File: config.mk
export PLATFORM = sky130hd
export DESIGN_NAME = regwrite_queue
export DESIGN_NICKNAME = d
export VERILOG_FILES = /design/src/rtl/regwrite_pkg.sv /design/src/rtl/regwrite_fifo.sv /design/src/rtl/regwrite_queue.sv
export SDC_FILE = /design/constraint.sdc
export NUM_CORES = 1
export LEC_CHECK = 0
export ABC_AREA = 0
export BUFFER_PORTS_ARGS = -buffer_cell sky130_fd_sc_hd__buf_2
export CAP_MARGIN = 0
export CELL_PAD_IN_SITES_DETAIL_PLACEMENT = 0
export CELL_PAD_IN_SITES_GLOBAL_PLACEMENT = 1
export CORE_UTILIZATION = 43
export DETAILED_ROUTE_END_ITERATION = 8
export PLACE_DENSITY = 0.85
export SLEW_MARGIN = 0
export SYNTH_ARGS = -nofsm -noshare
export SYNTH_HDL_FRONTEND = slang
export SYNTH_SLANG_ARGS = --single-unit
File: constraint.sdc
create_clock -name clk -period 6.4 [get_ports clk]
set_input_delay 0.64 -clock clk [delete_from_list [all_inputs] [get_ports clk]]
set_output_delay 0.64 -clock clk [all_outputs]
set_load 0.02 [all_outputs]
File: src/rtl/regwrite_pkg.sv
// regwrite_pkg: shared widths and queue entry type
// for the register file write-back queue.
package regwrite_pkg;

    localparam int REG_ADDR_W = 5;
    localparam int REG_DATA_W = 32;
    localparam int NUM_REGS   = 32;

    typedef struct packed {
        logic [REG_ADDR_W-1:0] addr;
        logic [REG_DATA_W-1:0] data;
    } entry_t;

endpackage

File: src/rtl/regwrite_fifo.sv
// regwrite_fifo: circular in-order store of pending
// register writes with per-slot valid bits and flush.
module regwrite_fifo
    import regwrite_pkg::*;
#(
    parameter int DEPTH = 4
) (
    input  logic                       clk,
    input  logic                       reset,
    input  logic                       push,
    input  entry_t                     push_entry,
    input  logic                       pop,
    input  logic                       flush,
    output entry_t [DEPTH-1:0]         entries,
    output logic   [DEPTH-1:0]         valid,
    output logic   [$clog2(DEPTH)-1:0] head,
    output logic   [$clog2(DEPTH):0]   count
);

    localparam int PW = $clog2(DEPTH);

    logic [PW-1:0] tail;

    // Pointer, occupancy and storage update; flush keeps stale data.
    always_ff @(posedge clk or posedge reset) begin
        if (reset) begin
            head    <= '0;
            tail    <= '0;
            count   <= '0;
            valid   <= '0;
            entries <= '0;
        end else if (flush) begin
            head  <= '0;
            tail  <= '0;
            count <= '0;
            valid <= '0;
        end else begin
            if (push) begin
                entries[tail] <= push_entry;
                valid[tail]   <= 1'b1;
                tail          <= tail + 1'b1;
            end
            if (pop) begin
                valid[head] <= 1'b0;
                head        <= head + 1'b1;
            end
            case ({push, pop})
                2'b10:   count <= count + 1'b1;
                2'b01:   count <= count - 1'b1;
                default: count <= count;
            endcase
        end
    end

endmodule

File: src/rtl/regwrite_queue.sv
// regwrite_queue: buffered write-back sequencer with
// pending scoreboard and forwarding (REGWRITE_DROP_ZERO_EN).
module regwrite_queue
    import regwrite_pkg::*;
#(
    parameter int DEPTH = 4
) (
    input  logic                  clk,
    input  logic                  reset,
    input  logic                  in_valid,
    output logic                  in_ready,
    input  logic [REG_ADDR_W-1:0] in_addr,
    input  logic [REG_DATA_W-1:0] in_data,
    input  logic                  drain_en,
    input  logic                  flush,
    output logic [REG_ADDR_W-1:0] Aw,
    output logic [REG_DATA_W-1:0] Dw,
    output logic                  WrEn,
    output logic [$clog2(DEPTH):0] count,
    output logic [NUM_REGS-1:0]   pending,
    input  logic [REG_ADDR_W-1:0] fwd_addr_a,
    input  logic [REG_ADDR_W-1:0] fwd_addr_b,
    output logic                  fwd_hit_a,
    output logic                  fwd_hit_b,
    output logic [REG_DATA_W-1:0] fwd_data_a,
    output logic [REG_DATA_W-1:0] fwd_data_b
);

    localparam int PW = $clog2(DEPTH);
    localparam int CW = PW + 1;

    entry_t [DEPTH-1:0] entries;
    logic   [DEPTH-1:0] valid;
    logic   [PW-1:0]    head;
    logic   [PW-1:0]    idx;
    entry_t             head_entry;
    entry_t             push_entry;
    logic               keep;
    logic               push;
    logic [REG_ADDR_W-1:0] last_addr;
    logic [REG_DATA_W-1:0] last_data;

`ifdef REGWRITE_DROP_ZERO_EN
    assign keep = (in_addr != '0);
`else
    assign keep = 1'b1;
`endif

    assign in_ready   = (count < CW'(DEPTH));
    assign push       = in_valid && in_ready && !flush && keep;
    assign push_entry = '{addr: in_addr, data: in_data};
    assign head_entry = entries[head];
    assign WrEn       = (count != '0) && drain_en && !flush;
    assign Aw         = (count != '0) ? head_entry.addr : last_addr;
    assign Dw         = (count != '0) ? head_entry.data : last_data;

    regwrite_fifo #(
        .DEPTH (DEPTH)
    ) u_fifo (
        .clk        (clk),
        .reset      (reset),
        .push       (push),
        .push_entry (push_entry),
        .pop        (WrEn),
        .flush      (flush),
        .entries    (entries),
        .valid      (valid),
        .head       (head),
        .count      (count)
    );

    // Hold the last issued write so Aw/Dw stay stable when empty.
    always_ff @(posedge clk or posedge reset) begin
        if (reset) begin
            last_addr <= '0;
            last_data <= '0;
        end else if (WrEn) begin
            last_addr <= head_entry.addr;
            last_data <= head_entry.data;
        end
    end

    // Scoreboard: one-hot OR of queued destinations, r0 excluded.
    always_comb begin
        pending = '0;
        for (int i = 0; i < DEPTH; i++) begin
            if (valid[i] && entries[i].addr != '0)
                pending[entries[i].addr] = 1'b1;
        end
    end

    // Forwarding search from head to tail; later (newer) match wins.
    always_comb begin
        fwd_hit_a  = 1'b0;
        fwd_hit_b  = 1'b0;
        fwd_data_a = '0;
        fwd_data_b = '0;
        idx        = head;
        for (int k = 0; k < DEPTH; k++) begin
            idx = head + PW'(k);
            if (valid[idx] && fwd_addr_a != '0 &&
                entries[idx].addr == fwd_addr_a) begin
                fwd_hit_a  = 1'b1;
                fwd_data_a = entries[idx].data;
            end
            if (valid[idx] && fwd_addr_b != '0 &&
                entries[idx].addr == fwd_addr_b) begin
                fwd_hit_b  = 1'b1;
                fwd_data_b = entries[idx].data;
            end
        end
    end

endmodule
==> impl_results.md, run 1 <==
- Area after DPL: about 16,000 µm²
- Row count: 68
- Setup WS post-layout: roughly 0.65 ns
- Initial Util: 0.437
- First-pass iteration count of the detailed router: 6
- Nature of the critical path startpoint: register
- Vias: around 12,000
- Setup-failing EPs final: 0
- Crit Path Max Fanout: 38
- Slew @ Worst Pin: between 1 and 1.5 ns
- Max Fclk: around 170 MHz
- Max cap viols: 0
- TritonCTS clock tree: built
- HPWL Detailed: roughly 29 mm
- Clk buf depth: 2
- EDFF count, synth: 0
- Final Critical Period: roughly 5.8 ns
- Via density per instance: ~6.5
- Gpl congestion: 0.880
- Final Max Tran Viols: 0
- Unrepaired setup endpoints after global routing: no
- Tot GR Track Use: 0.248
- Post-place setup slack: ~1.2 ns
- Critical path type: register to output port
- Clk_lat worst skew: approximately 0.45 ns
- Core area: between 30,000 and 40,000 µm²
- Cell Area, Synth: approximately 15,000 µm²
- Worst-path clk slew: roughly 0.08 ns
- Finished layout cell area: 16,900 µm²
- Setup TNS: 0 ns
- Post-route ant nets: 0
- Peak supply drop: 0.292 mV
- I/O pin total: approximately 190
- CTS Root Cell: clkbuf_16
- Nets: 1,448
- Seq/Total Area, Yosys: 0.324
- Post-CTS Setup Inserts: 0
- First-pass GRT wire length: approximately 69 mm
- R2r worst-path depth: 11
- Die ar.: ~36,000 µm²
- Hold/Removal Path Class: primary input to asynchronous set/reset pin
- Yosys warnings: 0
- Wirelength per Cell: ~24 µm
- Initial antenna violation count: 8
- Layout cells sized above 1: 0.439
- Clock Sinks: ~200
- Required time worst endpoint: ~5.8 ns
- Leakage power: between 6 and 7 nW
- Syn nets: between 1,000 and 1,500
- Post-cts sizing count: 0
- Synth Instances: between 1,000 and 1,500
- Largest net degree at the start of global routing: between 100 and 150
- Reg-to-reg slack, setup: around 3 ns
- Global route overflow: 0
- Final Hold Violating Endpoints: 0
- Htree depth: 4
- Hold buffers post-CTS: 0
- WP data arrival: 5.11 ns
- Post-synth cell types: 54
- Die Y: 190 µm
- Asr flop ratio synth: 1.00
- Power consumption: approximately 8.6 mW
- CTS Buf Count: 17
- Cell area power density: around 500 nW/µm²
- Initial detailed-routing violation count: approximately 1,300
- Vias in the first global route: 11,702
- Area added between synthesis and finish: 11.6%
- Most used DFF post-synth: dfrtp_1
- #FFs+latches synth: between 150 and 200
- Slew headroom: 0.148
- Post-route DRC: 0
- PortBufs: between 150 and 200
- Die X-Extent: roughly 190 µm
- Final wirelength: around 45 mm
- Status: complete, no violations
- Period utilization: 0.899
- Worst clock skew: 0.0106 ns
- Avg Cell Area, Syn: roughly 12 µm²
- Critical path capture point type: output port
registers in the layout, summed over array words and instances (netlist names):
name	flops
last_addr	5
last_data	32
u_fifo.count	3
u_fifo.entries	148
u_fifo.head	2
u_fifo.tail	2
u_fifo.valid	4
kinds of logic after synthesis:
logic type,Yosys count,share of synthesized area
multiplexers,402,0.406
adder cells (fa/ha/maj),9,0.00793
buffers and inverters,161,0.0474
AO/OA/AOI/OAI,150,0.0844
flip-flops,196,0.324
AND/OR/NAND/NOR,327,0.105
other,1,0.000248
XOR/XNOR,44,0.0255
stage by stage:
step | utilization | hold slack (ns) | cells
2_1_floorplan | - | 0.440 | 1290
3_3_place_gp | 0.470 | 0.451 | 1823
3_5_place_dp | 0.470 | 0.458 | 1823
4_1_cts | 0.487 | 0.445 | 1855
5_1_grt | 0.488 | 0.454 | 1859
6_report | 0.488 | 0.390 | 1860
layer usage:
metal | share of wire | track usage
met3 | 0.087 | 0.0535
met2 | 0.47 | 0.386
met1 | 0.42 | 0.349
met4 | 0.022 | 0.0723
met5 | 0.00092 | 0
Yosys cell counts, types with 7 or more instances:
| cell | count | share of area |
|---|---|---|
| a211o_1 | 7 | 0.0040 |
| a21oi_1 | 13 | 0.0043 |
| a221o_1 | 12 | 0.0079 |
| a22oi_1 | 7 | 0.0035 |
| and3_1 | 7 | 0.0029 |
| and3b_1 | 9 | 0.0052 |
| buf_1 | 13 | 0.0032 |
| buf_2 | 31 | 0.010 |
| buf_6 | 7 | 0.0052 |
| clkbuf_1 | 70 | 0.017 |
| dfrtp_1 | 196 | 0.32 |
| ha_1 | 8 | 0.0066 |
| inv_1 | 34 | 0.0084 |
| mux2_2 | 185 | 0.14 |
| mux2i_1 | 66 | 0.044 |
| mux4_2 | 151 | 0.22 |
| nand2_1 | 184 | 0.046 |
| nand2b_1 | 10 | 0.0041 |
| nand3_1 | 17 | 0.0056 |
| nand3b_1 | 13 | 0.0064 |
| nand4_1 | 9 | 0.0037 |
| nor2_1 | 34 | 0.0084 |
| nor3_1 | 9 | 0.0030 |
| nor3b_1 | 12 | 0.0059 |
| o21ai_1 | 8 | 0.0026 |
| o221a_1 | 7 | 0.0052 |
| o221ai_1 | 48 | 0.028 |
| o221ai_2 | 9 | 0.0089 |
| o22ai_1 | 12 | 0.0050 |
| xnor2_1 | 43 | 0.025 |
final timing paths:
kind / start / end
setup / recovery: u_fifo.head[1]$_DFFE_PP0P_ / fwd_data_a[5]
hold / removal: reset / last_addr[2]$_DFFE_PP0N_
setup reg to reg: u_fifo.count[0]$_DFFE_PP0P_ / u_fifo.count[2]$_DFFE_PP0P_
hold reg to reg: last_data[20]$_DFFE_PP0N_ / last_data[20]$_DFFE_PP0N_
max in group asynchronous: reset / u_fifo.head[1]$_DFFE_PP0P_
min in group clk: in_data[17] / u_fifo.entries[128]$_DFFE_PP0P_
power breakdown:
part,switching (mW),internal (mW)
Sequential,0.793,1.78
Clock,0.550,0.569
Combinational,2.45,2.48
critical path, stage by stage (launching register included):
cell      delay, ns
dfrtp_4        0.83
inv_1          0.19
ha_4           0.65
mux4_2         0.44
xnor2_1        0.16
nand4_1        0.27
or2_1          0.59
o221ai_4       0.67
o221ai_1       0.59
buf_2          0.25
cells in the final DEF (no fill, tap or decap), types with 3 or more instances in the layout:
cell / count
o211ai_2: 6
and3b_1: 9
ha_1: 7
o221ai_1: 47
o22ai_1: 12
nor3b_1: 12
nand2_1: 184
buf_4: 14
nor2_1: 33
or3b_2: 5
mux2_2: 185
nor2b_1: 3
mux4_2: 151
inv_1: 32
and3_2: 4
a21oi_1: 13
buf_2: 190
nand4_1: 9
inv_8: 5
nor3_1: 8
diode_2: 5
nand3b_1: 13
a221o_1: 12
a32oi_1: 4
dfrtp_1: 194
o21ai_1: 8
a22oi_1: 7
o221a_1: 7
o211ai_1: 6
mux2i_1: 66
a211o_1: 7
xnor2_1: 43
clkinv_4: 5
clkbuf_16: 17
nand2b_1: 9
and3_1: 3
nand3_1: 17
a31oi_1: 6
o221ai_2: 8
cell type report:
cell class / instances / area (µm²)
sequential: 196 / 4910
multi-input combinational: 933 / 9580
clock inverter: 14 / 168
inverter: 34 / 135
timing repair buffer: 205 / 1080
antenna: 5 / 12.5
clock buffer: 18 / 439
fill: 3051 / 17700
tap: 455 / 569
Power figures use the tool's default switching activity.
==> inputs of run 2 (changes only) <==
==> constraint.sdc (replaced) <==
create_clock -name clk -period 6.4 [get_ports clk]
set_input_delay 1.92 -clock clk [delete_from_list [all_inputs] [get_ports clk]]
set_output_delay 1.92 -clock clk [all_outputs]
set_load 0.02 [all_outputs]
==> run 2 against run 1 <==
Compared with the run above:
- final cell count is 1.1% higher
- global-route usage up 0.36 points
- critical path type is now primary input to output port
- clock-buffer cell count decreased by 1
- largest cell class unchanged
- critical endpoint is now fwd_data_b[7]
==> impl_results.md, run 2 (synthesized netlist as in run 1, its figures left out) <==
- HPWL Detailed: 29.8 mm (+2.4%)
- Hold Path Origin: last_data[29]$_DFFE_PP0N_
- Die X-Extent: 190 µm (unchanged)
- Worst path most repeated cell: buf_2
- Critical Path Max Stage Delay: 0.63 ns (-0.20 ns)
- Clk buf depth: 2 (unchanged)
- Critical path type: primary input to output port
- Final Max Tran Viols: 0 (unchanged)
- P_int: 4.85 mW (+0.43%)
- TritonCTS clock tree: built
- Worst clock skew: 0.0128 ns (+0.00221 ns)
- Post-route DRC: 0 (unchanged)
- Period utilization: 0.978 (+0.0791)
- PortBufs: 190 (unchanged)
- Die ar.: 36,000 µm² (unchanged)
- Tot GR Track Use: 0.252 (+0.00358)
- Cell area power density: 505 nW/µm² (-1.1%)
- Slew headroom: 0.345 (+0.196)
- Layout cells sized above 1: 0.447 (+0.00861)
- Vias in the first global route: 11,747 (+0.38%)
- Setup TNS: 0 ns (unchanged)
- Most common cell after layout, fill and taps aside: dfrtp_1
- Final hold slack: 0.471 ns (+0.0805 ns)
- Clk_lat worst skew: 0.45 ns (about the same)
- First-pass GRT wire length: 69.7 mm (+0.86%)
- Worst-path clk slew: 0.07 ns (about the same)
- Crit Path Max Fanout: 31 (-18%)
- Post-CTS Setup Inserts: 0 (unchanged)
- Net switching power: 3.78 mW (-0.42%)
- Logic gate share of total power: 0.585 (+0.014)
- Most flop-heavy register: u_fifo.entries
- Nets: 1,469 (+1.5%)
- Reg2reg start: u_fifo.count[0]$_DFFE_PP0P_
- Clock Sinks: 196 (unchanged)
- Area added between synthesis and finish: 12.8%
- Worst path slowest cell: buf_4
- Critical path capture point type: output port
- Vias: 12,181 (+0.99%)
- Max Fclk: 160 MHz (-8.1%)
- Via density per instance: 6.48 (-0.14%)
- Largest net degree at the start of global routing: 155 (+12%)
- Setup-failing EPs final: 0 (unchanged)
- Status: complete, no violations
- Setup WS post-layout: 0.141 ns (-0.506 ns)
- Sw frac: 0.438 (-0.00210)
- Core area: 34,600 µm² (unchanged)
- Global route overflow: 0 (unchanged)
- Hold buffers post-CTS: 0 (unchanged)
- Max FFs per register: 148 (unchanged)
- Regs by FF count: u_fifo.entries (148), last_data (32), last_addr (5)
- Gpl congestion: 0.921 (+4.6%)
- Final Hold Violating Endpoints: 0 (unchanged)
- Clock share of power: 0.125 (-0.005)
- Final wirelength: 45.4 mm (+1.6%)
- Max cap viols: 0 (unchanged)
- Crit path max-delay family: simple AND/OR/NAND/NOR gates
- Initial Util: 0.437 (unchanged)
- Initial antenna violation count: 9 (+1)
- Required time worst endpoint: 4.48 ns (-1.28 ns)
- Htree depth: 4 (unchanged)
- Initial detailed-routing violation count: 1,068 (-15%)
- CP bufs+invs: 3 (+1)
- Seq pwr share: 0.290 (-0.009)
- WP data arrival: 4.34 ns (-0.77 ns)
- Nature of the critical path startpoint: primary input
- CP startpoint: fwd_addr_b[3]
- Row count: 68 (unchanged)
- Leakage power: 6.96 nW (+1.5%)
- Final Critical Period: 6.26 ns (+0.506 ns)
- Hold/Removal Path Class: register to register
- Peak supply drop: 0.252 mV (-14%)
- Area after DPL: 16,500 µm² (+1.1%)
- First-pass iteration count of the detailed router: 5 (-1)
- CTS Root Cell: clkbuf_16
- Wirelength per Cell: 24.1 µm (+0.43%)
- Unrepaired setup endpoints after global routing: no
- Crit path cell chain: buf_2, xnor2_1, nand4_1, nor4b_4, buf_4, and3b_1, o221a_1, buf_2
- Most frequent cells in the layout: 194 x dfrtp_1, 190 x buf_2, 185 x mux2_2
- Post-place setup slack: 0.137 ns (-1.08 ns)
- Die Y: 190 µm (unchanged)
- Slew @ Worst Pin: 0.983 ns (-0.294 ns)
- CTS Buf Count: 17 (unchanged)
- I/O pin total: 192 (unchanged)
- Finished layout cell area: 17,100 µm² (+1.1%)
- Post-route ant nets: 0 (unchanged)
## run 2: cell count changes in the layout (fill, tap and decap cells not counted), moves of 2 or more
cell,change
buf_4,+16
clkinvlp_4,+2
buf_12,+2
inv_8,-2
inv_6,+2
clkinv_8,-2
## run 2: timing repair
| action | in CTS | in global routing |
|---|---|---|
| endpoints found under the setup margin | 0 | 29 |
| hold endpoints to repair | 0 | 0 |
| gates resized for setup | 0 | 3 |
## run 2: final cells by class
class | instances | area [µm²]
Antenna cell | 6 | 15.0
Clock buffer | 17 | 425
Clock inverter | 14 | 145
Fill cell | 3025 | 17500
Inverter | 34 | 131
Multi-Input combinational cell | 933 | 9590
Sequential cell | 196 | 4910
Tap cell | 455 | 569
Timing Repair Buffer | 226 | 1300
## run 2: through the flow
step	util	power, mW	cells
final	0.493	8.63	1881
after global routing	0.493	9.17	1881
after CTS	0.492	8.59	1874
after detailed placement	0.475	7.49	1843
after global placement	0.475	7.33	1843
after floorplan	-	6.29	1290
## run 2: worst reg2reg max path, cell delays in order, from the launching register on
cell,delay [ns]
dfrtp_1,0.46
nor3_2,0.22
nand2b_1,0.33
nand2b_2,0.21
buf_4,0.46
nor2_1,0.13
fa_1,0.44
nand2_1,0.09
nand2_1,0.05
a221oi_1,0.26
nor2_1,0.06
## run 2: power groups by stage
stage	sequential (mW)	combinational (mW)	clock, mW
global placement	2.42	4.91	0
floorplan	2.18	4.11	0
CTS	2.47	5.02	1.09
finish	2.50	5.05	1.08
global route	2.60	5.41	1.15
detailed placement	2.50	4.99	0
## run 2: final timing paths
check                                                       to  slack (ns)  cells past startpoint
worst max-delay path                             fwd_data_b[7]        0.14                      8
worst min-delay path                 last_data[29]$_DFFE_PP0N_        0.47                      2
worst max register to register     u_fifo.count[2]$_DFFE_PP0P_        3.60                     10
worst min register to register       last_data[29]$_DFFE_PP0N_        0.47                      2
max in group asynchronous           u_fifo.head[0]$_DFFE_PP0P_        3.67                      3
min in group asynchronous       u_fifo.entries[32]$_DFFE_PP0P_        1.45                      2
## run 2: routing by layer
| layer | global-route usage | part of all wire |
|---|---|---|
| met4 | 0.0822 | 0.019 |
| met3 | 0.0465 | 0.078 |
| met2 | 0.391 | 0.48 |
| met5 | 0 | 0.00022 |
| met1 | 0.356 | 0.42 |
==> inputs of run 3 (changes only) <==
Settings changed: CORE_UTILIZATION 43 to 48, PLACE_DENSITY 0.85 to 0.89, RECOVER_POWER set to 25.
Clock period 6.4 ns to 6.8 ns, I/O delays scaled along.
==> run 3 against run 2 <==
Compared with the run above:
- the run now ends with DRC, capacitance limit, slew limit left
- critical endpoint is now fwd_data_b[30]
- setup slack improved by 0.16 ns
- register-to-register slack got worse by 1.5 ns
- clock-buffer cell count stayed put
- critical path type unchanged
- sequential share of layout area up 0.14 points
- clock skew is 0.0024 ns lower
- sequential cell count did not move
- die area shrank 10%
- sequential power shrank 4%
- core utilization rose by 5.8 points
- final area down 0.48%
- global-route usage increased by 3.0 points
- final cell count down 3.5%
==> impl_results.md, run 3 (synthesized netlist as in run 1, its figures left out) <==
- Clock Sinks: 196 (unchanged)
- CTS Buf Count: 17 (unchanged)
- Worst-path clk slew: 0.07 ns (about the same)
- Initial Util: 0.491 (+0.0539)
- Unrepaired setup endpoints after global routing: no
- First-pass iteration count of the detailed router: 8 (+3)
- Critical path capture point type: output port
- Leakage power: 6.96 nW (about the same)
- Reg-to-reg slack, setup: 2.09 ns (-1.51 ns)
- Die ar.: 32,300 µm² (-10%)
- HPWL Detailed: 29.4 mm (-1.5%)
- Final wirelength: 44.6 mm (-1.9%)
- Final Max Tran Viols: 183 (+183)
- Setup-failing EPs final: 0 (unchanged)
- Post-CTS Setup Inserts: 0 (unchanged)
- Critical path type: primary input to output port
- Regs by FF count: u_fifo.entries (148), last_data (32), last_addr (5)
- Crit Path Max Fanout: 19 (-39%)
- Via density per instance: 6.65 (+2.7%)
- Setup TNS: 0 ns (unchanged)
- Peak supply drop: 0.274 mV (+8.8%)
- Post-place setup slack: 0.344 ns (+0.207 ns)
- Most flop-heavy register: u_fifo.entries
- TritonCTS clock tree: built
- Post-route DRC: 12 (+12)
- I/O pin total: 192 (unchanged)
- Period utilization: 0.956
- Layout cells sized above 1: 0.441 (-0.00572)
- WP data arrival: 4.46 ns (+0.12 ns)
- Largest net degree at the start of global routing: 134 (-14%)
- Die Y: 180 µm (-5.3%)
- Met1 WL: 18.1 mm (-6.0%)
- Initial antenna violation count: 5 (-4)
- Max cap viols: 5 (+5)
- Wirelength per Cell: 24.5 µm (+1.6%)
- Slew headroom: -0.990 (-1.34)
- Initial detailed-routing violation count: 1,098 (+2.8%)
- CTS Root Cell: clkbuf_16
- Final Hold Violating Endpoints: 0 (unchanged)
- Htree depth: 4 (unchanged)
- Row count: 64 (-5.9%)
- Failing checks: DRC, capacitance limit, slew limit
- Nets: 1,466 (-0.20%)
- Max Fclk: between 150 and 200 MHz
- Worst clock skew: 0.0104 ns (-0.00244 ns)
- First-pass GRT wire length: 70.2 mm (+0.77%)
- Nature of the critical path startpoint: primary input
- Final Critical Period: 6.50 ns
- Clk_lat worst skew: 0.45 ns (about the same)
- Area added between synthesis and finish: 12.3%
- Slew @ Worst Pin: 2.99 ns (+2.00 ns)
- Post-route ant nets: 0 (unchanged)
- Hold/Removal Path Class: register to register
- Vias in the first global route: 12,019 (+2.3%)
- Top Metal Used: met5
- Met3 Routed Length: 3.64 mm (+3.1%)
- Setup WS post-layout: 0.298 ns (+0.158 ns)
- Core area: 30,800 µm² (-11%)
- Clk buf depth: 2 (unchanged)
- Status: finished, violations left
- Met2 wire length: 21.6 mm (-0.76%)
- Number of fillers in the final layout: 2,577 (-15%)
- Die X-Extent: 180 µm (-5.3%)
- Hold buffers post-CTS: 0 (unchanged)
- Gpl congestion: 0.928 (+0.76%)
- Global route overflow: 0 (unchanged)
- Most common cell after layout, fill and taps aside: dfrtp_1
- PortBufs: 190 (unchanged)
- Tot GR Track Use: 0.282 (+0.0296)
- Vias: 12,079 (-0.84%)
- Cell area power density: 482 nW/µm² (-4.6%)
- Post-cts sizing count: 0 (unchanged)
- Most frequent cells in the layout: 194 x dfrtp_1, 189 x buf_2, 185 x mux2_2
- Max FFs per register: 148 (unchanged)
- Required time worst endpoint: 4.76 ns (+0.28 ns)
run 3: cell count changes in the layout (fill, tap and decap cells not counted), sizes merged:
| cell | change |
|---|---|
| buf | -7 |
| bufinv | +2 |
| clkbuf | +4 |
| clkinvlp | -2 |
| diode | -4 |
| inv | +1 |
run 3: power breakdown:
group	switching [mW]	leakage [nW]	internal, mW
Sequential	0.707	2.47	1.68
Clock	0.519	0.321	0.606
Combinational	2.33	4.17	2.35
Total	3.55	6.96	4.64
run 3: layout make-up:
class	count	area (µm²)	area share
antenna	2	5.00	0.000294
clock buffer	17	425	0.0250
clock inverter	15	235	0.0138
timing repair buffer	223	1220	0.0717
inverter	34	129	0.00758
sequential	196	4910	0.289
tap	396	495	0.0291
multi-input combinational	933	9580	0.563
run 3: per-stage QoR:
step                       util  hold WS (ns)  std cells  cell area (µm²)  power (mW)
final                     0.552         0.473       1816            17000        8.19
after global routing      0.552         0.493       1816            17000        8.69
after CTS                 0.552         0.475       1814            17000        8.20
after detailed placement  0.531         0.456       1782            16400        7.05
after global placement    0.531         0.451       1782            16400        6.90
after floorplan               -         0.440       1290            15100        5.92
run 3: final timing paths:
| kind | from | depth (start not counted) | endpoint |
|---|---|---|---|
| max | fwd_addr_b[1] | 9 | fwd_data_b[30] |
| min reg2reg | last_data[27]$_DFFE_PP0N_ | 2 | last_data[27]$_DFFE_PP0N_ |
| max in group asynchronous | reset | 3 | u_fifo.head[0]$_DFFE_PP0P_ |
| max reg2reg | u_fifo.count[0]$_DFFE_PP0P_ | 11 | u_fifo.count[2]$_DFFE_PP0P_ |
| min in group asynchronous | reset | 2 | last_data[22]$_DFFE_PP0N_ |
| min | last_data[27]$_DFFE_PP0N_ | 2 | last_data[27]$_DFFE_PP0N_ |
run 3: layer usage:
metal | global-route usage | up-vias
met1 | 0.378 | 6209
met4 | 0.104 | 6
li1 | - | 5170
met5 | 0 | -
met3 | 0.0652 | 93
met2 | 0.448 | 601
run 3: worst max-delay path, cell delays in order:
cell and delay, ns:
buf_2 0.15, or4_1 0.54, nor2_2 0.30, nand3b_1 0.24, nor2_2 0.19, nand2_1 0.13, buf_4 0.34, o221a_1 0.32
buf_2 0.20
